==> src/rtl/audio_gain_stage.sv <==
// Stereo Q1.7 gain stage with soft-ramped gain, saturation and an optional peak meter (AUDIO_GAIN_STAGE_PEAK_METER_EN).
// Latency: outputs update 4 cycles after NewFrame; NewFrame pulses arriving while busy are dropped.
module audio_gain_stage (
    input  logic        audio_clk,
    input  logic        reset,
    input  logic        NewFrame,
    input  logic [23:0] LeftRecData,
    input  logic [23:0] RightRecData,
    input  logic [7:0]  gain,
    input  logic        mute,
    output logic [23:0] LeftPlayData,
    output logic [23:0] RightPlayData,
    output logic        clip,
    output logic        busy,
    output logic [7:0]  PeakLevel
);

    typedef enum logic [1:0] {
        IDLE   = 2'd0,
        MUL_L  = 2'd1,
        MUL_R  = 2'd2,
        UPDATE = 2'd3
    } state_t;

    localparam logic signed [32:0] SAT_MAX = 33'sd8388607;
    localparam logic signed [32:0] SAT_MIN = -33'sd8388608;

    state_t r_state;
    state_t w_state_nxt;
    logic   w_busy;
    logic   w_start;

    logic [23:0] r_rec_l;
    logic [23:0] r_rec_r;
    logic [7:0]  r_g_cur;
    logic [7:0]  r_g_eff;
    logic [7:0]  w_g_nxt;
    logic [23:0] r_res_l;
    logic [23:0] r_res_r;
    logic        r_clip_l;
    logic        r_clip_r;
    logic [23:0] r_left_play;
    logic [23:0] r_right_play;
    logic        r_clip;

    logic [23:0]        w_mul_a;
    logic signed [32:0] w_prod;
    logic signed [32:0] w_shift;
    logic [23:0]        w_sat;
    logic               w_sat_hit;

    always_ff @(posedge audio_clk or negedge reset) begin
        if (!reset) begin
            r_state <= IDLE;
        end else begin
            r_state <= w_state_nxt;
        end
    end

    always_comb begin
        w_state_nxt = r_state;
        w_busy      = 1'b1;
        w_start     = 1'b0;
        case (r_state)
            IDLE: begin
                w_busy = 1'b0;
                if (NewFrame) begin
                    w_start     = 1'b1;
                    w_state_nxt = MUL_L;
                end
            end
            MUL_L:   w_state_nxt = MUL_R;
            MUL_R:   w_state_nxt = UPDATE;
            UPDATE:  w_state_nxt = IDLE;
            default: w_state_nxt = IDLE;
        endcase
    end

    // One multiplier shared across the two channel cycles.
    assign w_mul_a = (r_state == MUL_R) ? r_rec_r : r_rec_l;
    assign w_prod  = $signed({{9{w_mul_a[23]}}, w_mul_a}) * $signed({25'd0, r_g_cur});
    assign w_shift = w_prod >>> 7;

    always_comb begin
        w_sat     = w_shift[23:0];
        w_sat_hit = 1'b0;
        if (w_shift > SAT_MAX) begin
            w_sat     = 24'h7F_FFFF;
            w_sat_hit = 1'b1;
        end else if (w_shift < SAT_MIN) begin
            w_sat     = 24'h80_0000;
            w_sat_hit = 1'b1;
        end
    end

    // Gain ramps one LSB per processed frame so steps are never audible.
    always_comb begin
        w_g_nxt = r_g_eff;
        if (mute) begin
            if (r_g_eff != 8'd0) begin
                w_g_nxt = r_g_eff - 8'd1;
            end
        end else if (r_g_eff < gain) begin
            w_g_nxt = r_g_eff + 8'd1;
        end else if (r_g_eff > gain) begin
            w_g_nxt = r_g_eff - 8'd1;
        end
    end

    always_ff @(posedge audio_clk or negedge reset) begin
        if (!reset) begin
            r_rec_l      <= 24'd0;
            r_rec_r      <= 24'd0;
            r_g_cur      <= 8'd0;
            r_g_eff      <= 8'd0;
            r_res_l      <= 24'd0;
            r_res_r      <= 24'd0;
            r_clip_l     <= 1'b0;
            r_clip_r     <= 1'b0;
            r_left_play  <= 24'd0;
            r_right_play <= 24'd0;
            r_clip       <= 1'b0;
        end else begin
            r_clip <= 1'b0;
            if (w_start) begin
                r_rec_l <= LeftRecData;
                r_rec_r <= RightRecData;
                r_g_cur <= r_g_eff;
            end
            if (r_state == MUL_L) begin
                r_res_l  <= w_sat;
                r_clip_l <= w_sat_hit;
            end
            if (r_state == MUL_R) begin
                r_res_r  <= w_sat;
                r_clip_r <= w_sat_hit;
            end
            if (r_state == UPDATE) begin
                r_left_play  <= r_res_l;
                r_right_play <= r_res_r;
                r_clip       <= r_clip_l | r_clip_r;
                r_g_eff      <= w_g_nxt;
            end
        end
    end

    assign LeftPlayData  = r_left_play;
    assign RightPlayData = r_right_play;
    assign clip          = r_clip;
    assign busy          = w_busy;

`ifdef AUDIO_GAIN_STAGE_PEAK_METER_EN
    logic [7:0]  r_peak;
    logic [7:0]  r_decay_cnt;
    logic [22:0] w_abs_l;
    logic [22:0] w_abs_r;
    logic [22:0] w_mag;

    // Magnitude with the most negative code clamped to full scale.
    function automatic logic [22:0] abs_clamp(input logic [23:0] x);
        if (!x[23]) begin
            return x[22:0];
        end else if (x[22:0] == 23'd0) begin
            return 23'h7F_FFFF;
        end else begin
            return ~x[22:0] + 23'd1;
        end
    endfunction

    assign w_abs_l = abs_clamp(r_res_l);
    assign w_abs_r = abs_clamp(r_res_r);
    assign w_mag   = (w_abs_l > w_abs_r) ? w_abs_l : w_abs_r;

    always_ff @(posedge audio_clk or negedge reset) begin
        if (!reset) begin
            r_peak      <= 8'd0;
            r_decay_cnt <= 8'd0;
        end else if (r_state == UPDATE) begin
            r_decay_cnt <= r_decay_cnt + 8'd1;
            if (w_mag[22:15] > r_peak) begin
                r_peak <= w_mag[22:15];
            end else if ((r_decay_cnt == 8'hFF) && (r_peak != 8'd0)) begin
                r_peak <= r_peak - 8'd1;
            end
        end
    end

    assign PeakLevel = r_peak;
`else
    assign PeakLevel = 8'd0;
`endif

endmodule

==> config.mk <==
export PLATFORM = sky130hd
export DESIGN_NAME = audio_gain_stage
export DESIGN_NICKNAME = d
export VERILOG_FILES = /design/src/rtl/audio_gain_stage.sv
export SDC_FILE = /design/constraint.sdc
export NUM_CORES = 1
export LEC_CHECK = 0
export ABC_AREA = 0
export BUFFER_PORTS_ARGS = -buffer_cell sky130_fd_sc_hd__buf_4
export CAP_MARGIN = 30
export CELL_PAD_IN_SITES_DETAIL_PLACEMENT = 0
export CELL_PAD_IN_SITES_GLOBAL_PLACEMENT = 1
export CORE_MARGIN = 3
export CORE_UTILIZATION = 50
export DETAILED_ROUTE_END_ITERATION = 7
export PLACE_DENSITY = 0.91
export SYNTH_ARGS = -nofsm -noshare
export SYNTH_HDL_FRONTEND = slang
export SYNTH_SLANG_ARGS = --single-unit
==> constraint.sdc <==
create_clock -name audio_clk -period 12.3 [get_ports audio_clk]
set_input_delay 3.69 -clock audio_clk [delete_from_list [all_inputs] [get_ports audio_clk]]
set_output_delay 3.69 -clock audio_clk [all_outputs]
set_load 0.02 [all_outputs]
==> flow_metrics.tcl, run 1 <==
set metrics [dict create \
    outcome "complete, no violations" \
    setup_violations 0 \
    worstSetupPathType "reg -> reg" \
    grt_start_max_net_pins 104 \
    boundaryPins 118 \
    cts_root_buffer "clkbuf_16" \
    postCtsSetupBuffers 0 \
    period_minus_slack_ns 7.56 \
    antenna_found_initial 0 \
    path_cells "inv_1 > ha_2 > buf_4 > mux2i_1 > nor2b_1 > fa_1 > fa_1 > fa_1 > inv_1 > fa_1 > inv_1 > ha_1 > a21o_1 > a21oi_1 > a211oi_1 > o311a_1 > o21ai_0 > a21oi_1 > o22ai_2 > nand2_1 > a21oi_1" \
    drc_errors 0 \
    rsz0062_at_grt "false" \
    finalNonFillerCells 1794 \
    yosysWarnings 0 \
    regArea_mm2 0.00413 \
    layout-drive-gt1-share_pct 19.8 \
    drv_slew 0 \
    hp-class "reg -> reg" \
    seq_area_frac_synth_pct 30.1 \
    cp_common_cell "fa_1" \
    die_x_um 172 \
    clk_latency_ns 0.44 \
    multi_input_area_mm2 0.00845 \
    hold_ws_ns 0.503 \
    hold_viol 0 \
    dpl.cell_count 1761 \
    postCtsResizedCells 0 \
    start_util_pct 51.7 \
    end_kind "flop" \
    cts.clk_slew.worst_paths_ns 0.07 \
    synth_top_area_share_pct 30.1 \
    arrival_ns 7.91 \
    period_share_pct 61.5 \
    place_area_mm2 0.0148 \
    dp_hpwl_um 22500 \
    h-tree-depth 4 \
    cts.sinks 165 \
    setup_tns_ns 0 \
    fin_nets 1733 \
    track_usage_pct 21.7 \
    cts_tree "done" \
    yosys-top-cells-area "dfrtp_1 30%, fa_1 22%, mux2_2 10%" \
    async_flop_share_pct 100 \
    synth_cell_types 62 \
    fin_area_mm2 0.0154 \
    die_area_mm2 0.0294 \
    critPathMaxStageDelay_ns 0.83 \
    start_kind "flop" \
    worst_pin_slew_ns 0.963 \
    netlist_instances 1361 \
    routedWlPerCell_um 16.9 \
    cp_max_fo 54 \
    antenna_left 0 \
    hold_buffers 0 \
    diodes 0 \
    worst_ep_required_time_ns 12.65 \
    gp_congestion 0.882 \
    synth_top_area_cell "dfrtp_1" \
    synth_edf_count 0 \
    drtIter0Drc 599 \
    synth_seq_cells 165 \
    syn-cell-area_mm2 0.0137 \
    fin_worst_skew_ns 0.0168 \
    port_buffers 109 \
    core_area_mm2 0.0265 \
    fp-row-count 59 \
    cts_buffers 17 \
    routed_wl_um 30300 \
    grt.overflow.total 0 \
    via_per_inst 5.38 \
    fillers 2271 \
    synth_ff_type "dfrtp_1" \
    vias 9653 \
    syn_avg_cell_area_um2 10.1 \
    cpMaxStageDelayCell "mux2i_1" \
    maxCapViolations 0 \
    clockBufferDepth 2 \
    slew_headroom_pct 35.8 \
    die_h_um 172 \
    grt_pass1_vias 10100 \
    grt_pass1_wl_um 51100 \
    area_growth_pct 12.3 \
    fmax_ghz 0.132 \
    first_pass_iters 5 \
]
[routing by layer]
| layer | track usage [%] | wire length, um |
|---|---|---|
| met4 | 5.35 | 561 |
| met1 | 31.7 | 14100 |
| met5 | 0 | 0 |
| met2 | 34.2 | 13900 |
| met3 | 3.36 | 1750 |
[per-stage QoR]
stage | util [%] | worst slack [ns]
6_report | 58.0 | 4.74
5_1_grt | 58.0 | 4.32
4_1_cts | 57.9 | 4.74
3_5_place_dp | 55.7 | 4.75
3_3_place_gp | 55.7 | 4.93
2_1_floorplan | - | 5.93
[cell type report]
class | instances | share of cell area (%)
clock buffer | 18 | 2.86
clock inverter | 14 | 1.03
inverter | 234 | 5.71
multi-input combinational | 911 | 55.0
sequential | 165 | 26.8
tap | 335 | 2.73
timing repair buffer | 117 | 5.87
[registers in the layout, summed over array words and instances (netlist names)]
register,count
r_g_eff,8
r_res_r,24
RightPlayData,24
r_g_cur,8
r_clip_r,1
r_rec_r,24
r_clip_l,1
r_rec_l,24
clip,1
LeftPlayData,24
r_state,2
r_res_l,24
[synthesized netlist by cell type (2+ instances only)]
cell type,number
nor4_1,4
fa_1,149
nor2_1,64
nand3_1,10
buf_1,12
nand2_1,140
ha_1,78
a31oi_1,6
and4_1,3
buf_4,10
clkbuf_1,31
nand2b_1,5
nor3_1,6
a211oi_1,7
nand4_1,9
a21oi_2,5
xnor2_1,25
buf_6,2
mux2_2,124
or3_1,3
dfrtp_1,165
nand3b_1,2
o21a_1,5
o21bai_1,3
a21oi_1,70
and2_1,81
xor2_1,11
a221oi_1,3
inv_1,234
mux2i_1,2
a21o_1,9
mux2i_2,2
nor2b_1,23
o21ai_0,23
a211o_1,2
buf_2,3
and3_1,5
[worst max-delay path: cells and delay by family (launching register included)]
family,cells,cell delay (ns)
multiplexers,1,0.83
buffers and inverters,4,0.80
AND/OR/NAND/NOR,2,0.39
AO/OA/AOI/OAI,8,2.49
flip-flops,1,0.40
adder cells (fa/ha/maj),6,2.52
[layout by cell type, fill, tap and decap left out, types with 3 or more instances in the layout]
master / instances
a21oi_2: 5
nand2_1: 139
ha_1: 76
nand4_1: 9
o21ai_0: 23
o21bai_1: 3
a31oi_1: 6
inv_8: 5
or3_1: 3
a211oi_1: 7
and4_1: 3
nor2b_1: 23
dfrtp_1: 165
buf_4: 115
nand2b_1: 5
conb_1: 8
fa_1: 149
o21a_1: 5
nand3_1: 10
mux2_2: 124
clkbuf_16: 17
a21o_1: 9
inv_1: 234
nor2_1: 64
a21oi_1: 70
xnor2_1: 25
xor2_1: 11
a221oi_1: 3
nor4_1: 4
and2_1: 81
inv_6: 3
nor3_1: 6
and3_1: 5
[final timing paths]
check / start / end / slack (ns) / depth (start not counted)
max: r_state[0] / r_res_r[3] / 4.74 / 21
min: r_rec_l[22] / r_rec_l[22] / 0.50 / 1
max reg2reg: r_state[0] / r_res_r[3] / 4.74 / 21
min reg2reg: r_rec_l[22] / r_rec_l[22] / 0.50 / 1
max in group asynchronous: reset / r_rec_l[0] / 7.75 / 3
min in group asynchronous: reset / RightPlayData[7] / 3.03 / 1
[cell families after synthesis]
logic type / after synthesis / synth area share, %
adders and majority gates: 227 / 28.9
and+or+nand+nor: 360 / 12.7
buffers and inverters: 292 / 8.41
other: 1 / 0.0274
DFF: 165 / 30.1
muxes: 128 / 10.5
xor gates and xnor gates: 36 / 2.30
AOI/OAI and AO/OA: 152 / 7.00
Power of run 1 is not shown: default switching activity piles up to over one toggle a cycle in this logic, so the estimate is an artifact.
==> run 2, diff against run 1 <==
--- a/config.mk
+++ b/config.mk
@@ -11,9 +11,9 @@
 export CELL_PAD_IN_SITES_DETAIL_PLACEMENT = 0
 export CELL_PAD_IN_SITES_GLOBAL_PLACEMENT = 1
 export CORE_MARGIN = 3
-export CORE_UTILIZATION = 50
+export CORE_UTILIZATION = 48
 export DETAILED_ROUTE_END_ITERATION = 7
-export PLACE_DENSITY = 0.91
+export PLACE_DENSITY = 0.88
 export SYNTH_ARGS = -nofsm -noshare
 export SYNTH_HDL_FRONTEND = slang
 export SYNTH_SLANG_ARGS = --single-unit
==> constraint.sdc (replaced) <==
create_clock -name audio_clk -period 7.6 [get_ports audio_clk]
set_input_delay 2.28 -clock audio_clk [delete_from_list [all_inputs] [get_ports audio_clk]]
set_output_delay 2.28 -clock audio_clk [all_outputs]
set_load 0.02 [all_outputs]
==> run 2 against run 1 <==
Maximum frequency grew 8.6%. First-iteration DRC count is 9.0% lower. Sequential share of layout area is 0.076 points lower. Register-to-register slack got worse by 4.1 ns. Utilization fell by 2.8 points. Routed wire length fell by 4.6%. Setup slack lost 4.1 ns. Critical path depth up 2. Clock skew decreased by 0.0023 ns. Via count is 2.3% lower. Global-route usage decreased by 1.9 points. Final cell count up 2.5%. Critical path type unchanged.
==> flow_metrics.tcl, run 2 (same netlist as run 1, synthesis figures left out) <==
set metrics [dict create \
    cp_max_fo 25 \
    outcome "complete, no violations" \
    antenna_left 0 \
    start_util_pct 49.0 \
    layout-drive-gt1-share_pct 19.9 \
    crit_buf_inv 7 \
    drtIter0Drc 545 \
    grt_pass1_wl_um 49700 \
    die_x_um 175 \
    grt_pass1_vias 9783 \
    cpMaxStageDelayCell "fa_1" \
    worst_ep_required_time_ns 7.94 \
    core_area_mm2 0.0279 \
    critPathMaxStageDelay_ns 0.63 \
    place_area_mm2 0.0148 \
    period_minus_slack_ns 6.97 \
    maxCapViolations 0 \
    drc_errors 0 \
    postCtsSetupBuffers 0 \
    cts_buffers 17 \
    crit_family "adder cells" \
    diodes 0 \
    area_growth_pct 12.6 \
    worst_pin_slew_ns 0.977 \
    postCtsResizedCells 0 \
    drv_slew 0 \
    via_per_inst 5.13 \
    die_area_mm2 0.0306 \
    setup_violations 0 \
    fin_area_mm2 0.0154 \
    first_pass_iters 5 \
    fin_nets 1734 \
    cp_common_cell "inv_1" \
    fin_worst_skew_ns 0.0145 \
    end_kind "flop" \
    slew_headroom_pct 34.9 \
    clockBufferDepth 2 \
    cts_root_buffer "clkbuf_16" \
    arrival_ns 7.31 \
    fp-row-count 61 \
    track_usage_pct 19.8 \
    period_share_pct 91.7 \
    h-tree-depth 4 \
    boundaryPins 118 \
    grt.overflow.total 0 \
    hp-class "reg -> reg" \
    hold_viol 0 \
    cts.clk_slew.worst_paths_ns 0.07 \
    hold_buffers 0 \
    gp_congestion 0.865 \
    final_cell_mix "234 x inv_1, 165 x dfrtp_1, 149 x fa_1" \
    final_common_cell "inv_1" \
    grt_start_max_net_pins 100 \
    setup_tns_ns 0 \
    die_h_um 175 \
    start_kind "flop" \
    path_cells "inv_1 > ha_2 > buf_4 > mux2_2 > and2_1 > fa_1 > inv_1 > fa_1 > inv_1 > fa_1 > inv_1 > fa_1 > inv_1 > ha_1 > and3_1 > and2_1 > a221oi_1 > nor2b_1 > a211o_1 > o22ai_2 > buf_4 > nand2_1 > a21oi_1" \
    clk_latency_ns 0.43 \
    routed_wl_um 28900 \
    routedWlPerCell_um 15.7 \
    cts.sinks 165 \
    antenna_found_initial 0 \
    vias 9430 \
    port_buffers 109 \
    rsz0062_at_grt "false" \
    fmax_ghz 0.144 \
    cts_tree "done" \
    worstSetupPathType "reg -> reg" \
    dp_hpwl_um 22000 \
]
## run 2: metrics by stage
stage | worst slack [ns] | cells | util, % | hold WS [ns]
after global routing | 0.155 | 1838 | 55.2 | 0.514
after detailed placement | 0.627 | 1806 | 53.1 | 0.469
after floorplan | 1.23 | 1368 | - | 0.452
final | 0.634 | 1838 | 55.2 | 0.494
after global placement | 0.863 | 1806 | 53.1 | 0.465
after CTS | 0.612 | 1838 | 55.2 | 0.499
## run 2: cell type report
| type | count | area (um2) |
|---|---|---|
| repair buffers | 118 | 890 |
| clock inverters | 14 | 161 |
| multi-input cells | 911 | 8450 |
| clock buffers | 18 | 439 |
| well taps | 378 | 473 |
| fillers | 2520 | 12500 |
| inverters | 234 | 878 |
| flip-flops and latches | 165 | 4130 |
## run 2: path summary, 6_finish.rpt
kind / from / endpoint / slack [ns] / cells after the start
setup reg to reg: r_state[0] / r_res_l[11] / 0.63 / 23
hold reg to reg: r_clip_l / clip / 0.49 / 1
min in group asynchronous: reset / LeftPlayData[6] / 1.92 / 1
max in group asynchronous: reset / r_g_eff[5] / 4.29 / 2
hold / removal: r_clip_l / clip / 0.49 / 1
setup / recovery: r_state[0] / r_res_l[11] / 0.63 / 23
## run 2: layer usage
layer  part of all wire [%]  GRT usage (%)  vias to the layer above  wire length (um)
met3                    4.1           2.63                       26              1200
li1                       -              -                     4466                 -
met4                    1.0           3.82                        0               301
met2                     45           30.7                      231             13000
met1                     50           30.1                     4707             14400
met5                      0              0                        -                 0
Power of run 2 is left out for the same reason.
